## src/rtl/wb_stage_if.sv

```systemverilog
// Writeback stage bus: MEM/WB intake, memory read return, register-file write
// port with its forwarding copy, and the load timeout flag.
interface wb_stage_if #(
   parameter int unsigned DATA_W = 32,
   parameter int unsigned REG_AW = 5
) ();
   logic              in_valid;
   logic              in_ready;
   logic              reg_write_in;
   logic              mem_to_reg;
   logic [1:0]        ld_size;
   logic              ld_unsigned;
   logic [DATA_W-1:0] alu_result;
   logic [REG_AW-1:0] dest_reg;
   logic [DATA_W-1:0] mem_rdata;
   logic              mem_rvalid;
   logic              reg_write;
   logic [REG_AW-1:0] write_register;
   logic [DATA_W-1:0] write_data_reg;
   logic              fwd_valid;
   logic [REG_AW-1:0] fwd_reg;
   logic [DATA_W-1:0] fwd_data;
   logic              load_timeout;

   modport master (
      output in_valid, reg_write_in, mem_to_reg, ld_size, ld_unsigned,
             alu_result, dest_reg, mem_rdata, mem_rvalid,
      input  in_ready, reg_write, write_register, write_data_reg,
             fwd_valid, fwd_reg, fwd_data, load_timeout
   );

   modport slave (
      input  in_valid, reg_write_in, mem_to_reg, ld_size, ld_unsigned,
             alu_result, dest_reg, mem_rdata, mem_rvalid,
      output in_ready, reg_write, write_register, write_data_reg,
             fwd_valid, fwd_reg, fwd_data, load_timeout
   );
endinterface

```

## src/rtl/wb_stage.sv

```systemverilog
// Registered MIPS writeback stage: valid/ready intake, sub-word load extraction,
// a bounded wait for late load data, and a register-file write port plus forwarding copy.
module wb_stage #(
   parameter int unsigned DATA_W     = 32,
   parameter int unsigned REG_AW     = 5,
   parameter bit          BIG_ENDIAN = 1'b1,
   parameter int unsigned TIMEOUT    = 255
) (
   input  logic      clk,
   input  logic      rst,
   wb_stage_if.slave bus
);
   localparam int unsigned NBYTES = DATA_W / 8;
   localparam int unsigned OFF_W  = (NBYTES > 2) ? $clog2(NBYTES) : 1;
   localparam int unsigned CNT_W  = 16;
   localparam int unsigned SH_W   = $clog2(DATA_W);

   typedef enum logic {
      ST_RUN       = 1'b0,
      ST_WAIT_LOAD = 1'b1
   } state_t;

   state_t            r_state;
   logic [CNT_W-1:0]  r_cnt;
   logic [REG_AW-1:0] r_ld_dest;
   logic              r_ld_we;
   logic [1:0]        r_ld_size;
   logic              r_ld_uns;
   logic [OFF_W-1:0]  r_ld_off;
   logic              r_reg_write;
   logic [REG_AW-1:0] r_wr_reg;
   logic [DATA_W-1:0] r_wr_data;
   logic              r_timeout;

   logic              w_run;
   logic              w_in_we;
   logic [1:0]        w_sz;
   logic              w_uns;
   logic [OFF_W-1:0]  w_off;
   int unsigned       w_k;
   int unsigned       w_hb;
   logic [SH_W-1:0]   w_bsh;
   logic [SH_W-1:0]   w_hsh;
   logic [7:0]        w_byte;
   logic [15:0]       w_half;
   logic              w_fill_b;
   logic              w_fill_h;
   logic [DATA_W-1:0] w_ld_data;
   logic [CNT_W-1:0]  w_cnt_nxt;

   assign w_run     = (r_state == ST_RUN);
   assign w_in_we   = bus.reg_write_in & (bus.dest_reg != '0);
   assign w_cnt_nxt = r_cnt + CNT_W'(1);

   // While waiting, the held load's attributes steer extraction instead of the live inputs.
   assign w_sz  = w_run ? bus.ld_size                    : r_ld_size;
   assign w_uns = w_run ? bus.ld_unsigned                : r_ld_uns;
   assign w_off = w_run ? bus.alu_result[OFF_W-1:0]      : r_ld_off;
   assign w_k   = 32'(w_off);
   assign w_hb  = w_k & ~32'd1;

   // Bit position of the addressed byte / halfword; halfwords ignore offset bit 0.
   always_comb begin
      w_bsh = '0;
      w_hsh = '0;
      if (w_k < NBYTES)
         w_bsh = BIG_ENDIAN ? SH_W'((NBYTES - 1 - w_k) * 8) : SH_W'(w_k * 8);
      if (w_hb + 2 <= NBYTES)
         w_hsh = BIG_ENDIAN ? SH_W'((NBYTES - 2 - w_hb) * 8) : SH_W'(w_hb * 8);
   end

   always_comb begin
      w_byte   = 8'(bus.mem_rdata >> w_bsh);
      w_half   = 16'(bus.mem_rdata >> w_hsh);
      w_fill_b = ~w_uns & w_byte[7];
      w_fill_h = ~w_uns & w_half[15];
      case (w_sz)
         2'b00:   w_ld_data = DATA_W'(w_byte) | ({DATA_W{w_fill_b}} & ~DATA_W'(8'hFF));
         2'b01:   w_ld_data = DATA_W'(w_half) | ({DATA_W{w_fill_h}} & ~DATA_W'(16'hFFFF));
         default: w_ld_data = bus.mem_rdata;
      endcase
   end

   always_ff @(posedge clk or posedge rst) begin
      if (rst) begin
         r_state     <= ST_RUN;
         r_cnt       <= '0;
         r_ld_dest   <= '0;
         r_ld_we     <= 1'b0;
         r_ld_size   <= '0;
         r_ld_uns    <= 1'b0;
         r_ld_off    <= '0;
         r_reg_write <= 1'b0;
         r_wr_reg    <= '0;
         r_wr_data   <= '0;
         r_timeout   <= 1'b0;
      end else begin
         r_reg_write <= 1'b0;
         case (r_state)
            ST_RUN: begin
               if (bus.in_valid) begin
                  if (!bus.mem_to_reg || bus.mem_rvalid) begin
                     if (w_in_we) begin
                        r_reg_write <= 1'b1;
                        r_wr_reg    <= bus.dest_reg;
                        r_wr_data   <= bus.mem_to_reg ? w_ld_data : bus.alu_result;
                     end
                  end else begin
                     r_ld_dest <= bus.dest_reg;
                     r_ld_we   <= w_in_we;
                     r_ld_size <= bus.ld_size;
                     r_ld_uns  <= bus.ld_unsigned;
                     r_ld_off  <= bus.alu_result[OFF_W-1:0];
                     r_cnt     <= '0;
                     r_state   <= ST_WAIT_LOAD;
                  end
               end
            end
            ST_WAIT_LOAD: begin
               if (bus.mem_rvalid) begin
                  if (r_ld_we) begin
                     r_reg_write <= 1'b1;
                     r_wr_reg    <= r_ld_dest;
                     r_wr_data   <= w_ld_data;
                  end
                  r_state <= ST_RUN;
               end else begin
                  r_cnt <= w_cnt_nxt;
                  // Give up on the load: flag it and retire without a write.
                  if (w_cnt_nxt == CNT_W'(TIMEOUT)) begin
                     r_timeout <= 1'b1;
                     r_state   <= ST_RUN;
                  end
               end
            end
         endcase
      end
   end

   assign bus.in_ready       = w_run;
   assign bus.reg_write      = r_reg_write;
   assign bus.write_register = r_wr_reg;
   assign bus.write_data_reg = r_wr_data;
   assign bus.fwd_valid      = r_reg_write;
   assign bus.fwd_reg        = r_wr_reg;
   assign bus.fwd_data       = r_wr_data;
   assign bus.load_timeout   = r_timeout;
endmodule
```

## src/flat_wrapper.sv

```systemverilog
// flat-port wrapper written by rule: the top's interface ports become plain ports
module wb_stage_flat 
#(
   parameter int unsigned DATA_W     = 32,
   parameter int unsigned REG_AW     = 5,
   parameter bit          BIG_ENDIAN = 1'b1,
   parameter int unsigned TIMEOUT    = 255
)
  (clk, rst, bus_in_valid, bus_reg_write_in, bus_mem_to_reg, bus_ld_size, bus_ld_unsigned, bus_alu_result, bus_dest_reg, bus_mem_rdata, bus_mem_rvalid, bus_in_ready, bus_reg_write, bus_write_register, bus_write_data_reg, bus_fwd_valid, bus_fwd_reg, bus_fwd_data, bus_load_timeout);
  wb_stage_if #(.DATA_W(DATA_W), .REG_AW(REG_AW)) bus_i ();
  input  logic clk;
  input  logic rst;
  input wire logic [$bits(bus_i.in_valid)-1:0] bus_in_valid;
  input wire logic [$bits(bus_i.reg_write_in)-1:0] bus_reg_write_in;
  input wire logic [$bits(bus_i.mem_to_reg)-1:0] bus_mem_to_reg;
  input wire logic [$bits(bus_i.ld_size)-1:0] bus_ld_size;
  input wire logic [$bits(bus_i.ld_unsigned)-1:0] bus_ld_unsigned;
  input wire logic [$bits(bus_i.alu_result)-1:0] bus_alu_result;
  input wire logic [$bits(bus_i.dest_reg)-1:0] bus_dest_reg;
  input wire logic [$bits(bus_i.mem_rdata)-1:0] bus_mem_rdata;
  input wire logic [$bits(bus_i.mem_rvalid)-1:0] bus_mem_rvalid;
  output wire logic [$bits(bus_i.in_ready)-1:0] bus_in_ready;
  output wire logic [$bits(bus_i.reg_write)-1:0] bus_reg_write;
  output wire logic [$bits(bus_i.write_register)-1:0] bus_write_register;
  output wire logic [$bits(bus_i.write_data_reg)-1:0] bus_write_data_reg;
  output wire logic [$bits(bus_i.fwd_valid)-1:0] bus_fwd_valid;
  output wire logic [$bits(bus_i.fwd_reg)-1:0] bus_fwd_reg;
  output wire logic [$bits(bus_i.fwd_data)-1:0] bus_fwd_data;
  output wire logic [$bits(bus_i.load_timeout)-1:0] bus_load_timeout;
  assign bus_i.in_valid = bus_in_valid;
  assign bus_i.reg_write_in = bus_reg_write_in;
  assign bus_i.mem_to_reg = bus_mem_to_reg;
  assign bus_i.ld_size = bus_ld_size;
  assign bus_i.ld_unsigned = bus_ld_unsigned;
  assign bus_i.alu_result = bus_alu_result;
  assign bus_i.dest_reg = bus_dest_reg;
  assign bus_i.mem_rdata = bus_mem_rdata;
  assign bus_i.mem_rvalid = bus_mem_rvalid;
  assign bus_in_ready = bus_i.in_ready;
  assign bus_reg_write = bus_i.reg_write;
  assign bus_write_register = bus_i.write_register;
  assign bus_write_data_reg = bus_i.write_data_reg;
  assign bus_fwd_valid = bus_i.fwd_valid;
  assign bus_fwd_reg = bus_i.fwd_reg;
  assign bus_fwd_data = bus_i.fwd_data;
  assign bus_load_timeout = bus_i.load_timeout;
  wb_stage #(.DATA_W(DATA_W), .REG_AW(REG_AW), .BIG_ENDIAN(BIG_ENDIAN), .TIMEOUT(TIMEOUT)) u_core (.clk(clk), .rst(rst), .bus(bus_i));
endmodule
```

## config.mk

```make
export PLATFORM = sky130hd
export DESIGN_NAME = wb_stage_flat
export DESIGN_NICKNAME = d
export VERILOG_FILES = /design/src/rtl/wb_stage_if.sv /design/src/rtl/wb_stage.sv /design/src/flat_wrapper.sv
export SDC_FILE = /design/constraint.sdc
export NUM_CORES = 1
export LEC_CHECK = 0
export BUFFER_PORTS_ARGS = -buffer_cell sky130_fd_sc_hd__buf_4
export CAP_MARGIN = 5
export CORE_MARGIN = 1
export CORE_UTILIZATION = 54
export DETAILED_ROUTE_END_ITERATION = 12
export HOLD_SLACK_MARGIN = 0.02
export PLACE_DENSITY = 0.87
export SYNTH_ARGS = -nofsm -noshare
export SYNTH_HDL_FRONTEND = slang
export SYNTH_SLANG_ARGS = --single-unit
```

## constraint.sdc

```tcl
create_clock -name clk -period 4.3 [get_ports clk]
set_input_delay 0 -clock clk [delete_from_list [all_inputs] [get_ports clk]]
set_output_delay 0 -clock clk [all_outputs]
set_load 0.01 [all_outputs]
```

==> summary.md <==
| Metric | Value |
|---|---|
| Via count of the first global-routing pass | 4433 |
| Netlist cell types | 48 |
| Starting Density | 0.5667 |
| Startpoint types | flip-flop |
| DR iter-0 viols | 399 |
| Post-CTS sizing | 0 |
| CP Depth | 6 |
| Core area | 7370 um2 |
| Sum of net half-perimeters after detailed placement | 8843 um |
| Nets | 749 |
| CP delay by family, top | compound AO/OA/AOI/OAI gates |
| Critical-path cell list | mux2_4 -> mux4_2 -> o22ai_2 -> a21boi_2 -> a221oi_1 -> dlygate4sd3_1 |
| Setup TNS | 0 ns |
| Most frequent cells in the layout | buf_4 (159), nand2_1 (74), dlygate4sd3_1 (68) |
| WP data required | 4.52 ns |
| Syn Nets | 577 |
| Arrival time worst endpoint | 3.97 ns |
| Pre-CTS WS | 1.218 ns |
| Pins Over Slew Limit | 0 |
| Initial antenna violation count | 1 |
| Post-Syn Area | 4177 um2 |
| Synth area leaders | dfrtp_1 (40%), buf_4 (6.8%), nand2_1 (6.7%), o21ai_0 (5.6%), nor2_1 (4.8%) |
| #FFs+latches synth | 67 |
| Main synth FF type | dfrtp_1 |
| # DRC | 0 |
| Worst setup margin | 0.5527 ns |
| Crit Path Class | reg2reg |
| Status | complete, no violations |
| Sequential cell area fraction in the yosys report | 0.4014 |
| Routability Congestion | 0.9792 |
| FP Rows | 31 |
| Hold Path Stages | 4 |
| Power Total | 2.463 mW |
| Mapped Avg Cell Area | 8.403 um2 |
| Die width | 89.95 um |
| CP Capture Type | flip-flop |
| CTS tree | built |
| Pre-Repair DR Iteration Count | 7 |
| Synth Instances | 497 |
| Clock Skews | 0.009460 ns |
| Clock tree buffer depth | 2 |
| PD cells | 413.5 nW/um2 |
| Max reg flops | 32 |
| Syn-to-layout area delta | 42.60% |
| Tmin final | 3.747 ns |
| Vias per cell | 5.988 |
| Slowest CP cell | dfrtp_1 |
| CP Max Fanout | 28 |
| Worst skew pair latency | 0.34 ns |
| IO Pins | 156 |
| Num CTS Buffers | 9 |
| Die span in y | 89.95 um |
| Reg clk slew, reported paths | 0.07 ns |
| Fill cells | 464 |
| Clock H-tree levels | 3 |
| Largest net degree at the start of global routing | 68 |
| Lkg Pwr | 2.735 nW |
| Routed WL per cell | 18.20 um |
| Worst hold-check path type | in2reg |
| Asr flop ratio synth | 1.000 |
| Die area | 8090 um2 |
| EDFF count, synth | 0 |
| Worst Tran Pin Value | 1.023 ns |
| Fmax | 0.2669 GHz |
| Worst rel slew slack | 0.3180 |
| Clock Sink Count | 67 |
| Grt ovf | 0 |
| Vias post-DR | 4629 |
| RSZ-0062 raised after global routing | false |
| IO buf count | 155 |
| DRT Wirelength | 14070 um |
| Final Hold Viols | 0 |
| First-pass GRT wire length | 22360 um |
| Max_cap viols | 0 |
| Root Driver | clkbuf_8 |
| WP buf/inv | 1 |
| Tot GR Track Use | 0.3502 |
| Delay of the slowest critical-path stage | 1.01 ns |
| VDD IR max | 0.0002670 V |
| Area leader, netlist | dfrtp_1 |
| Fraction of layout cells with a size suffix above 1 | 0.2853 |
| Final setup fails | 0 |
| Commonest non-fill, non-tap cell in the layout | buf_4 |
| Synth top area share | 0.4014 |
| Yosys warnings | 0 |
| R2R cell count | 6 |
| Post-route ant nets | 0 |
| Fin crit share | 0.8715 |
-- through the flow --
| step | instances | cell area (um2) | utilization | hold slack (ns) |
|---|---|---|---|---|
| after global routing | 773 | 5956 | 0.8081 | 0.09709 |
| after global placement | 689 | 5097 | 0.6917 | 0.2063 |
| after floorplan | 497 | 4177 | - | 0.1054 |
| final | 773 | 5956 | 0.8081 | 0.06579 |
| after detailed placement | 689 | 5097 | 0.6917 | 0.2186 |
| after CTS | 772 | 5953 | 0.8078 | 0.06095 |
-- cell usage after synthesis, types with 2 or more instances --
master,number
nand4_1,9
mux2i_1,15
nand3b_1,2
o21ai_1,2
or3_1,9
nor2_1,53
a221oi_2,10
ha_1,2
inv_1,20
a211oi_1,8
buf_4,38
mux2_2,2
o21bai_1,2
buf_2,2
dfrtp_1,67
buf_6,2
a21oi_1,28
nor3b_1,4
nand3_1,6
o41ai_1,2
a21o_1,10
a221oi_1,6
o22ai_1,9
nand2_1,74
o21ai_0,47
nor4_1,4
nor3_1,8
a31oi_1,12
clkbuf_1,24
o31ai_1,2
-- area by class of cell --
cell class                 instances  area (um2)  share of cell area
antenna                            1       2.502           0.0004202
clock buffer                      12       135.1             0.02269
clock inverter                     3       40.04            0.006723
inverter                          20       75.07             0.01261
multi-input combinational        344        2028              0.3405
sequential                        67        1677              0.2815
tap                               99       123.9             0.02080
timing repair buffer             227        1874              0.3147
-- report_power, final --
group	switching [mW]	total, mW	internal, mW
clock network	0.240	0.504	0.264
logic	0.477	1.04	0.568
registers	0.146	0.914	0.769
total	0.862	2.46	1.60
-- worst reg2reg max path, cell delays in order, from the launching register on --
cell	delay (ns)
dfrtp_1	1.01
mux2_4	0.43
mux4_2	0.40
o22ai_2	0.10
a21boi_2	0.78
a221oi_1	0.26
dlygate4sd3_1	0.64
-- layer usage --
metal	wire length [um]	share of wire	GRT usage	vias up
met5	0	0	0	-
met4	687	0.049	0.1962	0
met1	5335	0.38	0.4375	2180
li1	-	-	-	2069
met2	6708	0.48	0.5654	310
met3	1337	0.095	0.07614	70
-- path summary, 6_finish.rpt --
kind                                          from                 endpoint  slack, ns
hold reg to reg            u_core.bus.load_timeout  u_core.bus.load_timeout       0.46
setup / recovery                    u_core.r_state  u_core.bus.fwd_data[17]       0.55
max in group asynchronous                      rst         u_core.r_cnt[12]       3.24
min in group asynchronous                      rst          u_core.r_cnt[3]       0.47
hold / removal                   bus_alu_result[5]   u_core.bus.fwd_data[5]       0.07
setup reg to reg                    u_core.r_state  u_core.bus.fwd_data[17]       0.55
-- logic make-up after synthesis --
group,after synthesis,synth area share
AND/OR/NAND/NOR,175,0.1860
adder cells (fa/ha/maj),2,0.005991
flip-flops,67,0.4014
XOR/XNOR,2,0.004195
AO/OA/AOI/OAI,146,0.2364
buffers and inverters,86,0.1156
multiplexers,19,0.05033
-- timing repair --
item,4_1_cts,5_1_grt
hold endpoints to repair,114,0
setup buffers,0,0
hold buffers,68,0
(Power assumes the default switching activity.)
